File: src/rtl/pc_sequencer_pkg.sv
// Shared encodings and default vectors for the PC sequencer and its PC mux.
package pc_sequencer_pkg;

  typedef enum logic [1:0] {
    ST_BOOT = 2'd0,
    ST_RUN  = 2'd1,
    ST_HALT = 2'd2
  } state_e;

  typedef enum logic [1:0] {
    CAUSE_NONE   = 2'd0,
    CAUSE_JUMP   = 2'd1,
    CAUSE_BRANCH = 2'd2,
    CAUSE_EXC    = 2'd3
  } cause_e;

  localparam logic [31:0] DEF_RESET_VECTOR = 32'h0000_0000;
  localparam logic [31:0] DEF_EXC_VECTOR   = 32'h0000_0080;
  localparam int          DEF_CNT_W        = 16;

  function automatic logic is_misaligned(input logic [1:0] addr_lsb);
    return addr_lsb != 2'b00;
  endfunction

endpackage

File: src/rtl/pc_sequencer_pc_mux.sv
// Next-PC selector: picks the redirect target or the sequential PC+4.
module PC_Mux (
  input  logic        sel_i,
  input  logic [31:0] reg1_i,
  input  logic [31:0] reg2_i,
  output logic [31:0] pc_next_o
);

  assign pc_next_o = sel_i ? reg1_i : reg2_i;

endmodule

File: src/rtl/pc_sequencer.sv
// Program counter owner: arbitrates redirects against fetch, stall and halt,
// and drives the PC mux selector, pipeline flushes and fetch qualifier.
//
// state | meaning
// BOOT  | single post-reset cycle, no fetch, inputs ignored
// RUN   | normal fetch with fixed-priority redirect arbitration
// HALT  | PC frozen; only an exception restarts fetch
module pc_sequencer
  import pc_sequencer_pkg::*;
#(
  parameter logic [31:0] RESET_VECTOR = DEF_RESET_VECTOR,
  parameter logic [31:0] EXC_VECTOR   = DEF_EXC_VECTOR,
  parameter int          CNT_W        = DEF_CNT_W
) (
  input  logic             clk,
  input  logic             rst_n,
  input  logic             stall_i,
  input  logic             jump_i,
  input  logic [31:0]      jump_target_i,
  input  logic             branch_taken_i,
  input  logic [31:0]      branch_target_i,
  input  logic             exc_i,
  input  logic             halt_i,
  output logic [31:0]      pc_o,
  output logic [31:0]      pc_plus4_o,
  output logic [31:0]      redirect_target_o,
  output logic             pc_sel_o,
  output logic             flush_if_o,
  output logic             flush_id_o,
  output logic             fetch_valid_o,
  output logic [1:0]       cause_o,
  output logic             misalign_o,
  output logic [CNT_W-1:0] redirect_count_o
);

  state_e           state_q, state_d;
  logic [31:0]      pc_q, pc_d;
  logic [CNT_W-1:0] cnt_q, cnt_d;
  logic [31:0]      pc_next;
  logic             pc_en;
  cause_e           cause;

  assign pc_plus4_o = pc_q + 32'd4;

  always_comb begin
    state_d           = state_q;
    pc_en             = 1'b0;
    pc_sel_o          = 1'b0;
    redirect_target_o = pc_plus4_o;
    flush_if_o        = 1'b0;
    flush_id_o        = 1'b0;
    fetch_valid_o     = 1'b0;
    misalign_o        = 1'b0;
    cause             = CAUSE_NONE;

    unique case (state_q)
      ST_BOOT: state_d = ST_RUN;

      ST_RUN: begin
        fetch_valid_o = !stall_i;
        if (exc_i) begin
          cause             = CAUSE_EXC;
          redirect_target_o = EXC_VECTOR;
        end else if (branch_taken_i) begin
          cause             = CAUSE_BRANCH;
          redirect_target_o = branch_target_i;
        end else if (jump_i) begin
          cause             = CAUSE_JUMP;
          redirect_target_o = jump_target_i;
        end

        // A misaligned branch/jump becomes an exception redirect
        if ((cause == CAUSE_BRANCH || cause == CAUSE_JUMP) &&
            is_misaligned(redirect_target_o[1:0])) begin
          cause             = CAUSE_EXC;
          redirect_target_o = EXC_VECTOR;
          misalign_o        = 1'b1;
        end

        if (cause == CAUSE_NONE) begin
          if (halt_i)        state_d = ST_HALT;
          else if (!stall_i) pc_en   = 1'b1;
        end
      end

      ST_HALT: begin
        if (exc_i) begin
          cause             = CAUSE_EXC;
          redirect_target_o = EXC_VECTOR;
          state_d           = ST_RUN;
        end
      end

      default: state_d = ST_BOOT;
    endcase

    // Redirects override stall: the redirecting instruction is older
    if (cause != CAUSE_NONE) begin
      pc_sel_o   = 1'b1;
      pc_en      = 1'b1;
      flush_if_o = 1'b1;
      flush_id_o = (cause != CAUSE_JUMP);
    end
  end

  assign cause_o = cause;

  PC_Mux u_pc_mux (
    .sel_i     (pc_sel_o),
    .reg1_i    (redirect_target_o),
    .reg2_i    (pc_plus4_o),
    .pc_next_o (pc_next)
  );

  assign pc_d  = pc_en ? pc_next : pc_q;
  assign cnt_d = (pc_sel_o && (cnt_q != {CNT_W{1'b1}})) ? cnt_q + CNT_W'(1) : cnt_q;

  always_ff @(posedge clk or negedge rst_n) begin
    if (!rst_n) begin
      state_q <= ST_BOOT;
      pc_q    <= RESET_VECTOR;
      cnt_q   <= '0;
    end else begin
      state_q <= state_d;
      pc_q    <= pc_d;
      cnt_q   <= cnt_d;
    end
  end

  assign pc_o             = pc_q;
  assign redirect_count_o = cnt_q;

endmodule
File: config.mk
export PLATFORM = sky130hd
export DESIGN_NAME = pc_sequencer
export DESIGN_NICKNAME = d
export VERILOG_FILES = /design/src/rtl/pc_sequencer_pkg.sv /design/src/rtl/pc_sequencer_pc_mux.sv /design/src/rtl/pc_sequencer.sv
export SDC_FILE = /design/constraint.sdc
export NUM_CORES = 1
export LEC_CHECK = 0
export CAP_MARGIN = 20
export CORE_MARGIN = 2
export CORE_UTILIZATION = 44
export DETAILED_ROUTE_END_ITERATION = 8
export MAX_ROUTING_LAYER = met4
export PLACE_DENSITY_LB_ADDON = 0.25
export SYNTH_ARGS = -nofsm -noshare
export SYNTH_HDL_FRONTEND = slang
export SYNTH_SLANG_ARGS = --single-unit
File: constraint.sdc
create_clock -name clk -period 4.8 [get_ports clk]
set_input_delay 0.96 -clock clk [delete_from_list [all_inputs] [get_ports clk]]
set_output_delay 0.96 -clock clk [all_outputs]
set_load 0.02 [all_outputs]
; Word-level counts from Yosys, hierarchy flattened
; Index checks and enable logic that the tools add are counted.
[totals]
in_bits = 71
output_inout_bits = 119
ff_bits = 50
wordCells = 53
[classes]
n_addsub = 2
n_eq_ne = 9
muxes = 30
reduce_logical = 9
[op_table]
columns = cell, n
row1 = $mux 32, 7
row2 = $pmux 32 s2, 1
row3 = $add 32x3->32 const B, 1
row4 = $mux 2, 9
row5 = $add 16x1->16 const B, 1
row6 = $ne 16x16->1 const B, 1
row7 = $mux 1, 11
row8 = $ne 2x2->1 const B, 3
row9 = $pmux 2 s3, 1
row10 = $eq 2x1->1 const B, 2
row11 = $eq 2x2->1 const B, 2
row12 = $logic_not 2->1, 2
row13 = $pmux 2 s2, 1
row14 = $reduce_bool 2->1, 2
row15 = $reduce_and 3->1, 1
row16 = $logic_and 1x1->1, 2
row17 = $ne 2x1->1 const B, 1
row18 = $logic_not 1->1, 1
row19 = $logic_or 1x1->1, 1

; Logic depth before layout (Yosys ltp)
; Gate-level depths: netlist of run 1.
[logic_depth]
ltp_word = 13
ltp_mapped = 14
depth_no_buf = 9

; By module
; From an unflattened synthesis of run 1, not the netlist that was laid out.
[unflattened]
cells_unflattened = 447
area_unflattened_um2 = 4275.4
[modules_own_cells]
columns = mod, cells_per_inst, area_per_inst_um2, instances
row1 = pc_sequencer, 411, 3731.1, 1
row2 = PC_Mux, 36, 544.3, 1

; Worst setup path after synthesis of run 1
; Ideal clock, no wire load.
[synth_timing]
kind = input-to-output
from = input jump_i
to = output pc_sel_o
cell_stages = 13
arrival_time_ns = 3.704
slack_ns = 0.136
cell_sequence = buf_2 > nor2b_1 > clkbuf_1 > buf_1 > nor2_1 > ha_1 > nand4_4 > o211ai_4 > nand2_2 > inv_2 > buf_6 > clkbuf_1 > buf_4
[synth_between]
elab_chain_len = 12
word_cells_on_any_way = 18
cone_classes = eq/ne (2) / mux (12) / reduce/logical (4)
[synth_lines]
columns = element, line
row1 = start: declaration, pc_sequencer.sv:18  ; input logic jump_i,
row2 = $mux 1, pc_sequencer.sv:67  ; end else if (jump_i) begin
row3 = $mux 2, pc_sequencer.sv:64  ; end else if (branch_taken_i) begin
row4 = $mux 2, pc_sequencer.sv:61  ; if (exc_i) begin
row5 = $mux 2, pc_sequencer.sv:56  ; unique case (state_q)
row6 = $eq 2x2->1 or $eq 2x1->1 (tied branches), pc_sequencer.sv:73  ; if ((cause == CAUSE_BRANCH || cause == CAUSE_JUMP) &&
row7 = $logic_or 1x1->1, pc_sequencer.sv:73
row8 = $logic_and 1x1->1, pc_sequencer.sv:73
row9 = $mux 2 *, pc_sequencer.sv:73
row10 = $mux 2 *, pc_sequencer.sv:56
row11 = $pmux 2 s2 *, pc_sequencer.sv:56
row12 = $reduce_bool 2->1 *, pc_sequencer.sv:98  ; if (cause != CAUSE_NONE) begin
row13 = $mux 1 *, --
row14 = end: declaration, pc_sequencer.sv:27  ; output logic pc_sel_o,
; Mark *: on every way between the ends. The rest lies on a longest branch, timed or not. The select of a mux whose other input is x is not followed.

; Worst setup path in the final report of run 1
[layout_timing]
from = input jump_i
to = output redirect_target_o[25]
[layout_between]
elab_chain_len = 9
word_cells_on_any_way = 15
cone_classes = eq/ne (2) / mux (10) / reduce/logical (3)
[layout_lines]
columns = element, line
row1 = $mux 1, pc_sequencer.sv:67
row2 = $mux 2, pc_sequencer.sv:64
row3 = $mux 2, pc_sequencer.sv:61
row4 = $mux 2, pc_sequencer.sv:56
row5 = $eq 2x2->1 or $eq 2x1->1 (tied branches), pc_sequencer.sv:73
row6 = $logic_or 1x1->1, pc_sequencer.sv:73
row7 = $logic_and 1x1->1, pc_sequencer.sv:73
row8 = $mux 32 *, pc_sequencer.sv:73
row9 = $pmux 32 s2 *, pc_sequencer.sv:56
row10 = end: declaration, pc_sequencer.sv:26  ; output logic [31:0] redirect_target_o,
; Marked as above.

==> out/qor.txt, run 1 <==
Slew Limit Fails = 0
Gr ovfl total = 0
Routed WL = 17300 um
Sequential area share after synthesis = 27.9%
H-tree depth = 2
Final hold violation count = 0
Worst Max-Slew Pin Slew = 0.843 ns
Ys Warns = 0
Die W = 105 um
Fmax = 0.214 GHz
Worst Setup End Kind = output pin
WHS Endpoint = redirect_count_o[15]
Detailed placer's ending HPWL = 13300 um
Period utilization = 97.5%
Fillers = 835
Async set-reset flop share out of synthesis = 100%
Mapped Cells = 559
Drt initial violations = 412
Origin of the worst min-delay path = redirect_count_o[15]
Non-filler instance count after layout = 875
Critical Path AT = 3.72 ns
Setup violators final = 0
Top_reg_cell synth = dfrtp_1
Post-synthesis mux area share = 2.68%
Place WS = 0.0703 ns
RSZ-0062 raised after global routing = no
Die Y = 105 um
Fin Setup TNS = 0 ns
Number of port buffers = 189
Power Density = 514 mW/mm2
CTS tree = built
Clk slew on worst S/H paths = 0.11 ns
CTS Sinks = 50
Capturing point of the worst reg2reg path = pc_o[23]
Largest net degree at the start of global routing = 51
Worst Hold Class = reg2reg
Leak = 2.65 nW
Slew HR = 43.3%
Yosys cell types = 77
Share of cells above drive strength 1 = 9.16%
Worst skew pair latency = 0.32 ns
Initial antenna violation count = 0
Post-route clock skew = 0.00846 ns
Largest family of logic cells by synthesized area = simple AND/OR/NAND/NOR gates
Number of CTS-inserted buffers = 5
CTS max path bufs = 2
Crit start category = primary input
R2R cell count = 9
RePlAce Congestion = 0.953
Sequential cell area = 0.00125 mm2
Row cnt = 36
Synth top area share = 27.9%
Area of the core = 0.00982 mm2
VDD IR max = 342 uV
Area Growth Syn to Fin = 47.8%
Synth Area in Simple Gates = 25.8%
Total track usage = 31.6%
Synthesized area = 0.00449 mm2
Placed Cells = 865
Adder-cell share of the synthesized area = 1.95%
Status = complete, no violations
Drt pass-1 iters = 7
I/O pins = 190
Post-DR wirelength/cell = 19.8 um
Clk Tree Root Cell = clkbuf_8
Crit path time final = 4.68 ns
Final ANT Viol Nets = 0
Via density = 6.00
Via Count = 5250
Number of global-route vias before repair = 5146
FF-to-FF Start = state_q[1]
# DRC = 0
Xor/xnor share of the synthesized area = 10.5%
Layout net count = 819
Syn_nets = 637
Synth Area in Compound Gates = 24.7%
Multi-input gate area = 0.00295 mm2
Wire length of the first global-routing pass = 27400 um
Worst reg2reg setup slack = 2.08 ns
Antenna diodes = 0
Hold depth = 1
Die Area = 0.0110 mm2
Most area-hungry cell type in the Yosys netlist = dfrtp_1
Post-synth EDFFs = 0
Syn Area/Cell = 8.03 um2
Setup WS post-layout = 0.121 ns
Worst Path Max Fanout = 12
Flops & latches, synth = 50
Max Cap Viol = 0
Final Util = 67.6%
Initial Util = 45.7%
CP Data Required Time = 3.84 ns
Main area contributors after synthesis = dfrtp_1 28%, xnor2_1 6.8%, nand2_1 5.0%, xor2_1 3.7%, nor2_1 3.5%
CP Class = in2out
-- per-layer routing --
layer  up-vias  share of wire, %  routed length (um)  global-route usage [%]
met5         -                 0                   0                       -
met4         0               1.6                 275                    7.62
met1      2534                43                7450                    41.6
met2       275                48                8290                    51.5
li1       2416                 -                   -                       -
met3        25               7.5                1290                    4.37
-- through the flow --
step           power, W  hold slack [ns]  instance area (um2)
6_report        0.00341            0.504                 6640
2_1_floorplan   0.00206            0.541                 4490
4_1_cts         0.00339            0.505                 6620
3_3_place_gp    0.00307            0.476                 6520
5_1_grt         0.00359            0.524                 6640
3_5_place_dp    0.00311            0.486                 6520
-- kinds of logic after synthesis --
group | after synthesis
AND/OR/NAND/NOR | 219
adder cells (fa/ha/maj) | 7
multiplexers | 11
AO/OA/AOI/OAI | 155
XOR/XNOR | 54
buffers and inverters | 63
flip-flops | 50
-- timing repair --
action / 4_1_cts / 5_1_grt
buffers inserted: 0 / 2
gates resized for setup: 0 / 3
endpoints found under the setup margin: 0 / 9
hold buffers: 0 / 0
-- layout make-up --
type                            instances  area share (%)
Clock buffer                            5            1.04
Clock inverter                          3           0.396
Inverter                               23            1.30
Multi-Input combinational cell        446            44.5
Sequential cell                        50            18.9
Tap cell                              133            2.51
Timing Repair Buffer                  215            31.4
-- placed cells by master, fill, tap and decap left out, types with 14 or more instances in the layout --
cell type	n
nand4_1	14
xor2_1	19
nand2_1	60
nor3_1	19
buf_4	26
inv_1	21
clkdlybuf4s50_1	187
dfrtp_1	50
a21oi_1	23
o21ai_0	24
xnor2_1	35
o22ai_1	16
nor2_1	41
nand3_1	30
-- how the worst max path moves through the flow --
stage | from | endpoint | depth (start not counted)
final | jump_i | redirect_target_o[25] | 9
after floorplan | jump_i | pc_sel_o | 13
after detailed placement | jump_i | redirect_target_o[24] | 10
after global placement | jump_i | redirect_target_o[31] | 9
after global routing | jump_i | redirect_target_o[26] | 9
after CTS | jump_i | redirect_target_o[24] | 10
-- Yosys cell counts (4+ instances only) --
| cell type | instances |
|---|---|
| o221ai_1 | 4 |
| nand4_1 | 14 |
| a22o_1 | 11 |
| o22a_1 | 4 |
| a31oi_1 | 11 |
| and3_1 | 7 |
| inv_1 | 21 |
| nor2_1 | 42 |
| nor3_1 | 19 |
| clkbuf_1 | 20 |
| dfrtp_1 | 50 |
| o21ai_0 | 24 |
| and4_1 | 8 |
| ha_1 | 7 |
| mux2_2 | 8 |
| a22oi_1 | 10 |
| o21a_1 | 7 |
| buf_4 | 5 |
| xor2_1 | 19 |
| nand3_1 | 30 |
| buf_2 | 10 |
| xnor2_1 | 35 |
| or3_1 | 6 |
| a21oi_1 | 23 |
| o22ai_1 | 16 |
| a221o_1 | 5 |
| nor4_1 | 4 |
| a21o_1 | 9 |
| nand2_1 | 60 |
-- critical path: stages --
cell and delay, ns:
clkdlybuf4s50_1 0.58, nor2b_2 0.20, nor2_1 0.05, ha_1 0.40, a41oi_2 0.23, buf_4 0.25
o221ai_1 0.13, a2bb2oi_1 0.25, clkdlybuf4s50_1 0.65
-- power breakdown --
part	internal (W)	leakage, nW	total, W	switching [W]
registers	0.000541	0.653	0.000759	0.000218
clock network	0.000108	0.0491	0.000278	0.000171
logic	0.00107	1.95	0.00238	0.00131
total	0.00172	2.65	0.00341	0.00170
-- flip-flops by register name, indices dropped and copies added (netlist names) --
register	flops
state_q	2
redirect_count_o	16
pc_o	32
Note: power is estimated with default switching activity, not from simulation.
==> run 2, diff against run 1 <==
--- a/config.mk
+++ b/config.mk
@@ -8,9 +8,11 @@
 export CAP_MARGIN = 20
 export CORE_MARGIN = 2
 export CORE_UTILIZATION = 44
+export CTS_CLUSTER_SIZE = 12
 export DETAILED_ROUTE_END_ITERATION = 8
 export MAX_ROUTING_LAYER = met4
 export PLACE_DENSITY_LB_ADDON = 0.25
+export SLEW_MARGIN = 30
 export SYNTH_ARGS = -nofsm -noshare
 export SYNTH_HDL_FRONTEND = slang
 export SYNTH_SLANG_ARGS = --single-unit
==> results of run 2 <==
No change in the layout: final DEF, timing and power equal those of run 1.
